**config.mk**
```make
export PLATFORM = sky130hd
export DESIGN_NAME = fsm_mini_sched
export DESIGN_NICKNAME = d
export VERILOG_FILES = /design/src/rtl/fsm_mini_pkg.sv /design/src/rtl/fsm_mini_sched_rr_arbiter.sv /design/src/rtl/fsm_mini_sched.sv
export SDC_FILE = /design/constraint.sdc
export NUM_CORES = 1
export LEC_CHECK = 0
export BUFFER_PORTS_ARGS = -buffer_cell sky130_fd_sc_hd__buf_2
export CAP_MARGIN = 15
export CORE_UTILIZATION = 50
export DETAILED_ROUTE_END_ITERATION = 8
export PLACE_DENSITY = 0.77
export RECOVER_POWER = 25
export SLEW_MARGIN = 20
export SYNTH_ARGS = -nofsm -noshare
export SYNTH_HDL_FRONTEND = slang
export SYNTH_SLANG_ARGS = --single-unit
```
**constraint.sdc**
```tcl
create_clock -name clk -period 7.3 [get_ports clk]
set_clock_uncertainty 0.15 [all_clocks]
set_input_delay 0.365 -clock clk [delete_from_list [all_inputs] [get_ports clk]]
set_output_delay 0.365 -clock clk [all_outputs]
set_load 0.01 [all_outputs]
```
**src/rtl/fsm_mini_pkg.sv**
```systemverilog
// Shared types and constants for the byte-engine scheduler and its engine.
// The recovery defaults match the byte stream the engine uses to leave its error/wait states.
package fsm_mini_pkg;

    typedef enum logic [2:0] {
        S_IDLE,
        S_START,
        S_RUN,
        S_RECOVER,
        S_RESP
    } sched_state_t;

    localparam logic [7:0] SCHED_ERR_BYTE   = 8'hEE;
    localparam logic [7:0] DEF_RECOVER_BYTE = 8'h07;
    localparam int         DEF_TIMEOUT      = 64;

endpackage

```
**src/rtl/fsm_mini_sched_rr_arbiter.sv**
```systemverilog
// Round-robin pick: first set request at or after ptr, searching upward with wrap.
// Purely combinational; grants nothing while en is low.
module rr_arbiter #(
    parameter int NREQ = 4,
    parameter int IDW  = $clog2(NREQ)
) (
    input  logic [NREQ-1:0] req,
    input  logic [IDW-1:0]  ptr,
    input  logic            en,
    output logic [NREQ-1:0] gnt,
    output logic [IDW-1:0]  gnt_idx
);

    logic [2*NREQ-1:0] rot;
    logic              found;
    int                pos;

    // Doubling the vector lets a plain shift express the wrap-around search.
    assign rot = {req, req} >> ptr;

    always_comb begin
        gnt     = '0;
        gnt_idx = '0;
        found   = 1'b0;
        pos     = 0;
        for (int k = 0; k < NREQ; k++) begin
            if (en && !found && rot[k]) begin
                found = 1'b1;
                pos   = int'(ptr) + k;
                if (pos >= NREQ) pos = pos - NREQ;
                gnt_idx = IDW'(pos);
                gnt     = NREQ'(1) << pos;
            end
        end
    end

endmodule

```
**src/rtl/fsm_mini_sched.sv**
```systemverilog
// Round-robin scheduler sharing one byte engine: grant, start, run with timeout, recover, respond.
// Grant-to-response at least 3 cycles; response is held until resp_ready, no new grant meanwhile.
module fsm_mini_sched
    import fsm_mini_pkg::*;
#(
    parameter int         NREQ           = 4,
    parameter int         IDW            = $clog2(NREQ),
    parameter int         TIMEOUT        = DEF_TIMEOUT,
    parameter int         RECOVER_CYCLES = 2,
    parameter logic [7:0] RECOVER_BYTE   = DEF_RECOVER_BYTE
) (
    input  logic              clk,
    input  logic              rst_n,
    input  logic [NREQ-1:0]   req_valid,
    input  logic [NREQ*8-1:0] req_data,
    output logic [NREQ-1:0]   req_ready,
    output logic              resp_valid,
    input  logic              resp_ready,
    output logic [IDW-1:0]    resp_id,
    output logic [7:0]        resp_data,
    output logic              resp_err,
    output logic              eng_start,
    output logic [7:0]        eng_data,
    input  logic [7:0]        eng_data_out,
    input  logic              eng_done,
    output logic              busy,
    output logic [7:0]        err_count
);

    localparam int TW = $clog2(TIMEOUT);
    localparam int RW = (RECOVER_CYCLES > 1) ? $clog2(RECOVER_CYCLES) : 1;

    sched_state_t    state, state_nxt;
    logic [IDW-1:0]  rr_ptr, job_id, gnt_idx, ptr_nxt;
    logic [NREQ-1:0] gnt;
    logic [7:0]      job_byte, job_byte_nxt, eng_data_nxt;
    logic [TW-1:0]   timer;
    logic [RW-1:0]   rec_cnt;
    logic            grant_en, granted, timer_expired, rec_last;

    // Gating with rst_n keeps req_ready low while reset is held.
    assign grant_en = (state == S_IDLE) && rst_n;

    rr_arbiter #(.NREQ(NREQ), .IDW(IDW)) u_arb (
        .req     (req_valid),
        .ptr     (rr_ptr),
        .en      (grant_en),
        .gnt     (gnt),
        .gnt_idx (gnt_idx)
    );

    assign req_ready     = gnt;
    assign granted       = |gnt;
    assign timer_expired = (timer == TW'(TIMEOUT - 1));
    assign rec_last      = (rec_cnt == RW'(RECOVER_CYCLES - 1));
    assign ptr_nxt       = (gnt_idx == IDW'(NREQ - 1)) ? '0 : gnt_idx + 1'b1;
    assign job_byte_nxt  = granted ? req_data[{gnt_idx, 3'b000} +: 8] : job_byte;

    always_comb begin
        state_nxt    = state;
        eng_data_nxt = 8'h00;
        case (state)
            S_IDLE:    if (granted) state_nxt = S_START;
            S_START:   state_nxt = S_RUN;
            S_RUN: begin
                if (eng_done)           state_nxt = S_RESP;
                else if (timer_expired) state_nxt = S_RECOVER;
            end
            S_RECOVER: if (rec_last) state_nxt = S_RESP;
            S_RESP:    if (resp_ready) state_nxt = S_IDLE;
            default:   state_nxt = S_IDLE;
        endcase
        // Outputs are registered from the next state so they line up with it.
        case (state_nxt)
            S_START, S_RUN: eng_data_nxt = job_byte_nxt;
            S_RECOVER:      eng_data_nxt = RECOVER_BYTE;
            default:        eng_data_nxt = 8'h00;
        endcase
    end

    always_ff @(posedge clk or negedge rst_n) begin
        if (!rst_n) begin
            state      <= S_IDLE;
            rr_ptr     <= '0;
            job_id     <= '0;
            job_byte   <= 8'h00;
            timer      <= '0;
            rec_cnt    <= '0;
            resp_valid <= 1'b0;
            resp_id    <= '0;
            resp_data  <= 8'h00;
            resp_err   <= 1'b0;
            eng_start  <= 1'b0;
            eng_data   <= 8'h00;
            busy       <= 1'b0;
            err_count  <= 8'h00;
        end else begin
            state      <= state_nxt;
            job_byte   <= job_byte_nxt;
            eng_start  <= (state_nxt == S_START);
            eng_data   <= eng_data_nxt;
            busy       <= (state_nxt != S_IDLE);
            resp_valid <= (state_nxt == S_RESP);
            rec_cnt    <= (state == S_RECOVER) ? rec_cnt + 1'b1 : '0;
            if (granted) begin
                job_id <= gnt_idx;
                rr_ptr <= ptr_nxt;
            end
            if (state == S_START)    timer <= '0;
            else if (state == S_RUN) timer <= timer + 1'b1;
            if (state == S_RUN && eng_done) begin
                resp_id   <= job_id;
                resp_data <= eng_data_out;
                resp_err  <= 1'b0;
            end else if (state == S_RUN && timer_expired) begin
                resp_id   <= job_id;
                resp_data <= SCHED_ERR_BYTE;
                resp_err  <= 1'b1;
                if (err_count != 8'hFF) err_count <= err_count + 1'b1;
            end
        end
    end

endmodule

```
======== Word-level counts from Yosys, hierarchy flattened ========
Index checks and enable logic that the tools add are counted.
word-level totals
  bits of input ports ..................... 48
  word-level logic and storage cells ...... 104
  output and inout bits ................... 34
  register bits after elaboration ......... 52
operators by class
  reduce and logical (&&, ||, !) cells .... 20
  $lt $le $gt $ge ......................... 4
  bitwise operators ....................... 1
  $add $sub $neg .......................... 11
  shift-type cells ........................ 6
  equality and inequality tests ........... 11
  mux-type cells .......................... 37
operator list
  kind                   number
  $mux 32                8
  $shl 1x32->4 const A   4
  $ge 32x4->1 const B    3
  $sub 32x4->32 const B  3
  $shiftx 32x6->8        1
  $mux 8                 3
  $mux 4                 4
  $pmux 8 s2             1
  $mux 3                 5
  $pmux 3 s5             1
  $mux 2                 7
  $eq 3x2->1 const B     4
  $mux 6                 2
  $logic_and 1x1->1      10
  $add 8x1->8 const B    1
  $ne 8x8->1 const B     1
  $shr 8x2->4            1
  $add 2x2->3 const B    2
  $add 6x1->6 const B    1
  $eq 3x1->1 const B     2
  $eq 3x3->1 const B     2
  $eq 6x6->1 const B     1
  $mux 1                 6
  $reduce_bool 2->1      2
  13 further kinds       15

======== Depth between registers and ports, before layout ========
Gate-level depths: netlist of run 1.
  depth in word-level cells ............... 24
  depth in mapped cells ................... 12
  gate-level depth less buffers ........... 10

======== Cells and area by module ========
From an unflattened synthesis of run 1, not the netlist that was laid out.
unflattened totals
  cell total of the unflattened synthesis .. 275
  area total of the unflattened synthesis .. 3089.2 um2
by module, submodules not included
  module          seq. area each (um2)  area an instance (um2)  cells an instance  times used
  fsm_mini_sched  1301.2                2461.1                  200                1
  rr_arbiter      0.0                   628.1                   75                 1

======== Worst setup path after synthesis of run 1 ========
No wires, ideal clock.
  path kind ............................... reg2reg
  start ................................... register with a tool-made name
  end ..................................... register busy
  data arrival time ....................... 2.870 ns
  period minus slack after synthesis ...... 3.151 ns
  buffers on the path ..................... 2
  slack ................................... 4.149 ns
  stages on the path, launching flop included .. 10
  required time ........................... 7.019 ns
  library setup time ...................... 0.131 ns
  path through ............................ dfrtp_1 > buf_6 > mux4_2 > nand2_1 > a21oi_1 > a22o_1 > or4_1 > buf_2 > a211o_1 > or3_1
RTL lines
  item                    RTL line               RTL
  end signal: assignment  fsm_mini_sched.sv:102  busy <= (state_nxt != S_IDLE);
  end: declaration        fsm_mini_sched.sv:26   output logic busy,

======== Worst setup path in the final report of run 1 ========
  start ................................... input port rst_n
  end ..................................... register job_id[0]
between the ends
  cells in the longest elaborated chain, start to end .. 16
  elaborated cells on any way between the ends .. 23
  those cells by class .................... mux (11); reduce/logical (12)
ends and longest elaborated chain
  item                            RTL line                         RTL
  start: declaration              fsm_mini_sched.sv:13             input logic rst_n,
  $logic_and 1x1->1 *             fsm_mini_sched.sv:42             assign grant_en = (state == S_IDLE) && rst_n;
  $logic_and 1x1->1               fsm_mini_sched_rr_arbiter.sv:27  if (en && !found && rot[k]) begin
  $mux 1                          fsm_mini_sched_rr_arbiter.sv:27
  $logic_not 1->1                 fsm_mini_sched_rr_arbiter.sv:27
  $logic_and 1x1->1 (2 in a row)  fsm_mini_sched_rr_arbiter.sv:27
  $mux 1                          fsm_mini_sched_rr_arbiter.sv:27
  $logic_not 1->1                 fsm_mini_sched_rr_arbiter.sv:27
  $logic_and 1x1->1 (2 in a row)  fsm_mini_sched_rr_arbiter.sv:27
  $mux 1                          fsm_mini_sched_rr_arbiter.sv:27
  $logic_not 1->1                 fsm_mini_sched_rr_arbiter.sv:27
  $logic_and 1x1->1 (2 in a row)  fsm_mini_sched_rr_arbiter.sv:27
  $mux 4                          fsm_mini_sched_rr_arbiter.sv:27
  $reduce_or 4->1                 fsm_mini_sched.sv:53             assign granted = |gnt;
  end signal: assignment          fsm_mini_sched.sv:106            job_id <= gnt_idx;
  end: declaration                fsm_mini_sched.sv:34             logic [IDW-1:0] rr_ptr, job_id, gnt_idx, ptr_nxt;
Every way passes the cells marked *; elsewhere a longest branch is shown, timed or not.
A chain may end at the register's enable or synchronous reset.

==> impl_results.md, run 1 <==
- Max clock buf depth: 2
- Dpl cells: 424
- CP Data Required Time: around 7.3 ns
- Setup crit start: rst_n
- Worst Path Class, Setup: in2reg
- Violated checks: max-capacitance violations, max-slew violations
- Highest clock rate: 211 MHz
- CTS root buffer: clkbuf_8
- Core area: 0.00551 sq mm
- Die area: approximately 0.0060 sq mm
- Filler cells: ~460
- Ranking of synthesized cells by area: dfrtp_1 45%, mux4_2 7.9%, o21ai_0 5.6%
- Die Span Y: about 78 microns
- Synth Area per Inst: about 10 sq um
- Worst Hold End: resp_data[4]
- Largest net degree at the start of global routing: 54
- Crit path cell chain: buf_2 > clkbuf_1 > nor4b_2 > and3_1 > a22o_1 > or4_1 > mux2_2
- CTS Hold Bufs: 0
- DRT iter0 DRCs: 126
- Sequential cell area: approximately 0.0013 sq mm
- Hold Crit Start: eng_data_out[4]
- RR Endpoint: busy
- Hold Path Class: in2reg
- Setup Buffers After CTS: 0
- Fraction of layout cells with a size suffix above 1: 0.300
- # IOs: roughly 80
- Routed length per instance: between 10 and 15 microns
- Cell Count, Final, Fillers Out: 432
- Drt total wl: approximately 6100 microns
- Drt via density: 5.53
- Ant diodes: 0
- Flop pwr share: 0.408
- Min cycle time layout: 4.74 ns
- Post-CTS sizing: 0
- DR pass1 iterations: 4
- Critical-path top delay cell: clkbuf_1
- Setup crit end kind: flop
- Worst R2R Setup Slack: about 3.4 ns
- Vias in the first global route: between 2k and 2.5k
- H-tree depth: 2
- Post-synthesis cell count: 283
- Worst path top cell family by delay: buffers and inverters
- RSZ-0062 raised after global routing: false
- Net Sw Power: ~420 uW
- Synth unique cells: between 40 and 50
- Startpoint Class: input port
- Pins Over Slew Limit: 54
- Pwr Density: between 300 and 400 mW/mm^2
- Int Pwr: 683 uW
- Clock buffer count from CTS: 5
- Ys async rst share: 1.00
- EDFF count, synth: 0
- TritonCTS clock tree: built
- Final nets: 416
- Clock share of power: 0.175
- Drc violations: 0
- Synth warn: 0
- Syn Nets: 340
- Multi-input combinational cell area: around 0.0014 sq mm
- Grt total ovfl: 0
- PortBufs: 81
- Worst slew margin: -0.743
- Global-route wire length before repair: ~10000 microns
- Die Span X: 77.6 microns
- Slew @ Worst Pin: ~2.6 ns
- Sink Count: 52
- Initial Util: 0.519
- R2r worst-path depth: 8
- Switch share: 0.380
- Comb pwr share: 0.416
- Core Util, Final: 0.617
- Max incr delay on CP: 1.84 ns
- Mapped Area: 0.00286 sq mm
- Worst-Skew Late Latency: about 0.30 ns
- Maxcap violations: 1
- Final ANT Viol Nets: 0
- Initial antenna violation count: 0
- Final setup violation count: 0
- Critical path buffers and inverters: 2
- Period utilization: 0.649
- Synth Flop Type: dfrtp_1
- Fin. Hold Viols: 0
- Site Rows: 27
- Clock-pin slew on the worst setup and hold paths: ~0.09 ns
- Final setup TNS: 0 ns
- Max IR drop VDD: about 0.15 mV
- #FFs+latches synth: 52
- Leakage power: 0.00166 uW
- Status: finished with violations
- Layout overhead on the synthesized area: 18.9%
- Post-synth top area cell: dfrtp_1
- Share of the synthesized area in the top cell type: 0.455
- GP Congestion: between 0.8 and 0.9
- DP Wirelength: between 4000 and 5000 microns
- Vias: roughly 2.4k
- GRT Total Usage: 0.217
- Critical path peak fanout: between 50 and 60
- Hold Path Depth: 3
- WP data arrival: about 4.8 ns
- Seq/Total Area, Yosys: 0.455
==> power by group through the flow <==
| stage | logic [uW] | clock network (uW) | registers (uW) |
|---|---|---|---|
| floorplan | 313 | 0 | 461 |
| global placement | 446 | 0 | 452 |
| detailed placement | 459 | 0 | 455 |
| CTS | 460 | 197 | 448 |
| global route | 515 | 208 | 464 |
| finish | 459 | 193 | 450 |
==> sequential cells by signal, indices dropped and copies added, names as in the netlist, named ones only <==
name        flops
busy            1
eng_data        8
eng_start       1
err_count       8
job_byte        8
job_id          2
rec_cnt         1
resp_data       8
resp_err        1
resp_id         2
resp_valid      1
rr_ptr          1
state           3
timer           6
==> stage by stage <==
stage	instance area, sq um	setup slack [ns]	hold slack (ns)	power [uW]
2_1_floorplan	2860	4.15	-0.0806	774
3_3_place_gp	3290	3.54	0.316	898
3_5_place_dp	3290	3.42	0.328	913
4_1_cts	3400	3.42	0.0302	1110
5_1_grt	3400	1.94	0.166	1190
6_report	3400	2.56	0.156	1100
==> cell usage after synthesis (2+ instances only) <==
library cell  instances
a21boi_0              2
a21o_1                2
a21oi_1              17
a22o_1                5
a31oi_1               5
and3_1                6
buf_2                 4
buf_6                 3
clkbuf_1              5
dfrtp_1              52
ha_1                  9
inv_1                12
mux2_1                2
mux2_2                4
mux4_2               10
nand2_1              28
nand2b_1              5
nand3_1               6
nand4_1               3
nor2_1               18
nor2b_1               6
nor3_1                4
nor3b_1               4
o211ai_1              3
o21ai_0              32
o21ai_1               3
or3_1                 2
or4_1                 2
xnor2_1               7
xor2_1                3
==> worst register-to-register path: cells and delay by family, from the launching register on <==
kind,cells,cell delay [ns]
AND/OR/NAND/NOR,3,1.51
flip-flops,1,0.73
buffers and inverters,1,0.33
AO/OA/AOI/OAI,4,1.08
==> layer usage <==
layer	vias to the layer above	routed length (microns)	global-route usage
met2	79	3080	0.360
met3	11	254	0.0318
met5	-	0	0
met4	0	85	0.106
met1	1133	2720	0.278
li1	1164	-	-
==> area by class of cell <==
type / count / share of cell area
multi-input combinational: 204 / 0.421
inverter: 13 / 0.0144
clock buffer: 5 / 0.0202
timing repair buffer: 83 / 0.123
clock inverter: 3 / 0.0125
tap: 72 / 0.0265
sequential: 52 / 0.383
==> placed cells by master (no fill, tap or decap), types with 7 or more instances in the layout <==
master / count
mux4_2: 10
dfrtp_1: 52
xnor2_1: 7
nand2_1: 28
inv_1: 12
a21oi_1: 17
o21ai_0: 32
ha_1: 9
buf_2: 81
nor2_1: 18
==> how the worst max path moves through the flow <==
stage / end / depth (start not counted)
after detailed placement: job_id[0] / 7
after global routing: job_id[0] / 7
after floorplan: busy / 9
final: job_id[0] / 7
after CTS: busy / 8
after global placement: busy / 8
==> cells by family (layout without fill, tap and decap cells) <==
logic type	count (synthesis)	in the layout	share of synthesized area
compound gates	77	77	0.161
xor+xnor	10	10	0.0306
fa+ha+maj	9	9	0.0394
buf+inv	27	104	0.0468
flops	52	52	0.455
mux	17	17	0.106
simple gates	91	91	0.161
Note: power is estimated with default switching activity, not from simulation.
==> inputs of run 2 (changes only) <==
--- a/config.mk
+++ b/config.mk
@@ -7,9 +7,9 @@
 export LEC_CHECK = 0
 export BUFFER_PORTS_ARGS = -buffer_cell sky130_fd_sc_hd__buf_2
 export CAP_MARGIN = 15
-export CORE_UTILIZATION = 50
+export CORE_UTILIZATION = 47
 export DETAILED_ROUTE_END_ITERATION = 8
-export PLACE_DENSITY = 0.77
+export PLACE_DENSITY = 0.76
 export RECOVER_POWER = 25
 export SLEW_MARGIN = 20
 export SYNTH_ARGS = -nofsm -noshare
==> constraint.sdc (replaced) <==
create_clock -name clk -period 3.8 [get_ports clk]
set_clock_uncertainty 0.15 [all_clocks]
set_input_delay 0.19 -clock clk [delete_from_list [all_inputs] [get_ports clk]]
set_output_delay 0.19 -clock clk [all_outputs]
set_load 0.01 [all_outputs]
==> impl_results.md, run 2 (synthesis results as in run 1) <==
- Largest net degree at the start of global routing: 53
- Critical path peak fanout: 18
- Max incr delay on CP: roughly 0.74 ns
- Layout overhead on the synthesized area: 20.6%
- R2r worst-path depth: 8
- Stages on the worst setup path: 8
- Final setup violation count: 0
- Final WS setup: 0.367 ns
- Leakage power: 0.00160 uW
- Clock-pin slew on the worst setup and hold paths: roughly 0.09 ns
- RSZ-0062 raised after global routing: false
- CP Data Required Time: ~3.8 ns
- Vias: 2415
- Cell Count, Final, Fillers Out: approximately 450
- Worst path top cell family by delay: simple AND/OR/NAND/NOR gates
- Worst slew margin: -0.781
- Fin. Hold Viols: 0
- CTS root buffer: clkbuf_8
- Routed length per instance: ~14 microns
- Overall power: just over 2000 uW
- PortBufs: just over 80
- Final ANT Viol Nets: 0
- Startpoint Class: flop
- GRT Total Usage: 0.201
- Hold Path Class: in2reg
- Vias in the first global route: between 2k and 2.5k
- Clock buffer count from CTS: 5
- Commonest non-fill, non-tap cell in the layout: dfrtp_1
- Max IR drop VDD: approximately 0.28 mV
- DRT iter0 DRCs: 91
- Place WS: between 0.4 and 0.5 ns
- Drt total wl: between 6000 and 7000 microns
- Ant diodes: 0
- Core area: about 0.0059 sq mm
- DR pass1 iterations: 6
- Final setup TNS: 0 ns
- Maxcap violations: 1
- Sink Count: 52
- RR Endpoint: busy
- Worst Path Class, Setup: reg2reg
- Drt via density: ~5.4
- # IOs: 82
- DP Wirelength: around 4500 microns
- Critical path buffers and inverters: 1
- Most frequent cells in the layout: 52 x dfrtp_1, 51 x buf_2, 32 x o21ai_0
- Violated checks: design-rule violations, max-capacitance violations, max-slew violations
- Dpl cells: between 400 and 500
- Final nets: between 400 and 500
- H-tree depth: 2
- GP Congestion: about 0.96
- Filler cells: 547
- Grt total ovfl: 0
- Fraction of layout cells with a size suffix above 1: 0.220
- Crit path cell chain: inv_1 > a21oi_1 > o22ai_1 > and3_1 > a22o_1 > or4_1 > a211o_1 > or3_1
- Site Rows: 28
- Die Span Y: ~80 microns
- Die Span X: ~80 microns
- Pins Over Slew Limit: 53
- Die area: approximately 0.0064 sq mm
- Status: finished with violations
- Critical-path top delay cell: dfrtp_1
- Hold Crit Start: eng_data_out[7]
- Max clock buf depth: 2
- Pwr Density: about 600 mW/mm^2
- Initial antenna violation count: 0
- Global-route wire length before repair: about 10000 microns
- Highest clock rate: just under 300 MHz
- TritonCTS clock tree: built
- Min cycle time layout: 3.43 ns
- Drc violations: 1
- WP data arrival: 3.47 ns
- Worst R2R Setup Slack: 0.37 ns
- Initial Util: 0.486
- Worst-Skew Late Latency: 0.30 ns
- CP endpoint: busy
- Slew @ Worst Pin: approximately 2.7 ns
- Period utilization: 0.903
- Setup crit end kind: flop
## run 2: cell types whose count changed in the layout (fill, tap and decap cells not counted), sizes merged
cell	change
buf	-25
bufinv	-1
clkbuf	+31
clkinv	+1
clkinvlp	-1
dlygate4sd3	+7
## run 2: power breakdown
part / internal (uW) / switching (uW)
clock network: 145 / 170
logic: 372 / 527
registers: 742 / 116
## run 2: layout make-up
type	instances	area, sq um	share of cell area
inverter	13	48.8	0.0142
tap	75	93.8	0.0272
clock inverter	2	10.0	0.00290
sequential	52	1300	0.377
multi-input combinational	204	1430	0.413
timing repair buffer	95	487	0.141
clock buffer	6	82.6	0.0239
## run 2: stage by stage
stage	instance area [sq um]	hold slack, ns	utilization
2_1_floorplan	2860	-0.256	-
3_3_place_gp	3330	0.209	0.565
3_5_place_dp	3330	0.204	0.565
4_1_cts	3490	0.00306	0.593
5_1_grt	3450	0.0160	0.586
6_report	3450	0.00517	0.586
## run 2: timing repair
item	in CTS	in global routing
gates resized for setup	0	0
setup buffers	0	0
hold endpoints to repair	58	0
hold buffers	7	0
setup endpoints to repair	0	0
## run 2: layer usage
layer	vias to the layer above	track usage	wire (microns)
met3	5	0.0491	274
li1	1193	-	-
met1	1169	0.262	2770
met5	-	0	0
met2	48	0.328	3060
met4	0	0.0679	45
## run 2: worst reg2reg max path: cells and delay by family (launching register included)
family                 cells  cell delay [ns]
AND/OR/NAND/NOR            3             1.18
AO/OA/AOI/OAI              4             0.93
flip-flops                 1             0.74
buffers and inverters      1             0.32
## run 2: how the worst min path moves through the flow
stage	end	cells after the start
after CTS	resp_data[7]	3
after floorplan	async pin	0
after global placement	resp_valid	2
after detailed placement	resp_valid	2
final	resp_data[7]	3
after global routing	resp_data[1]	3
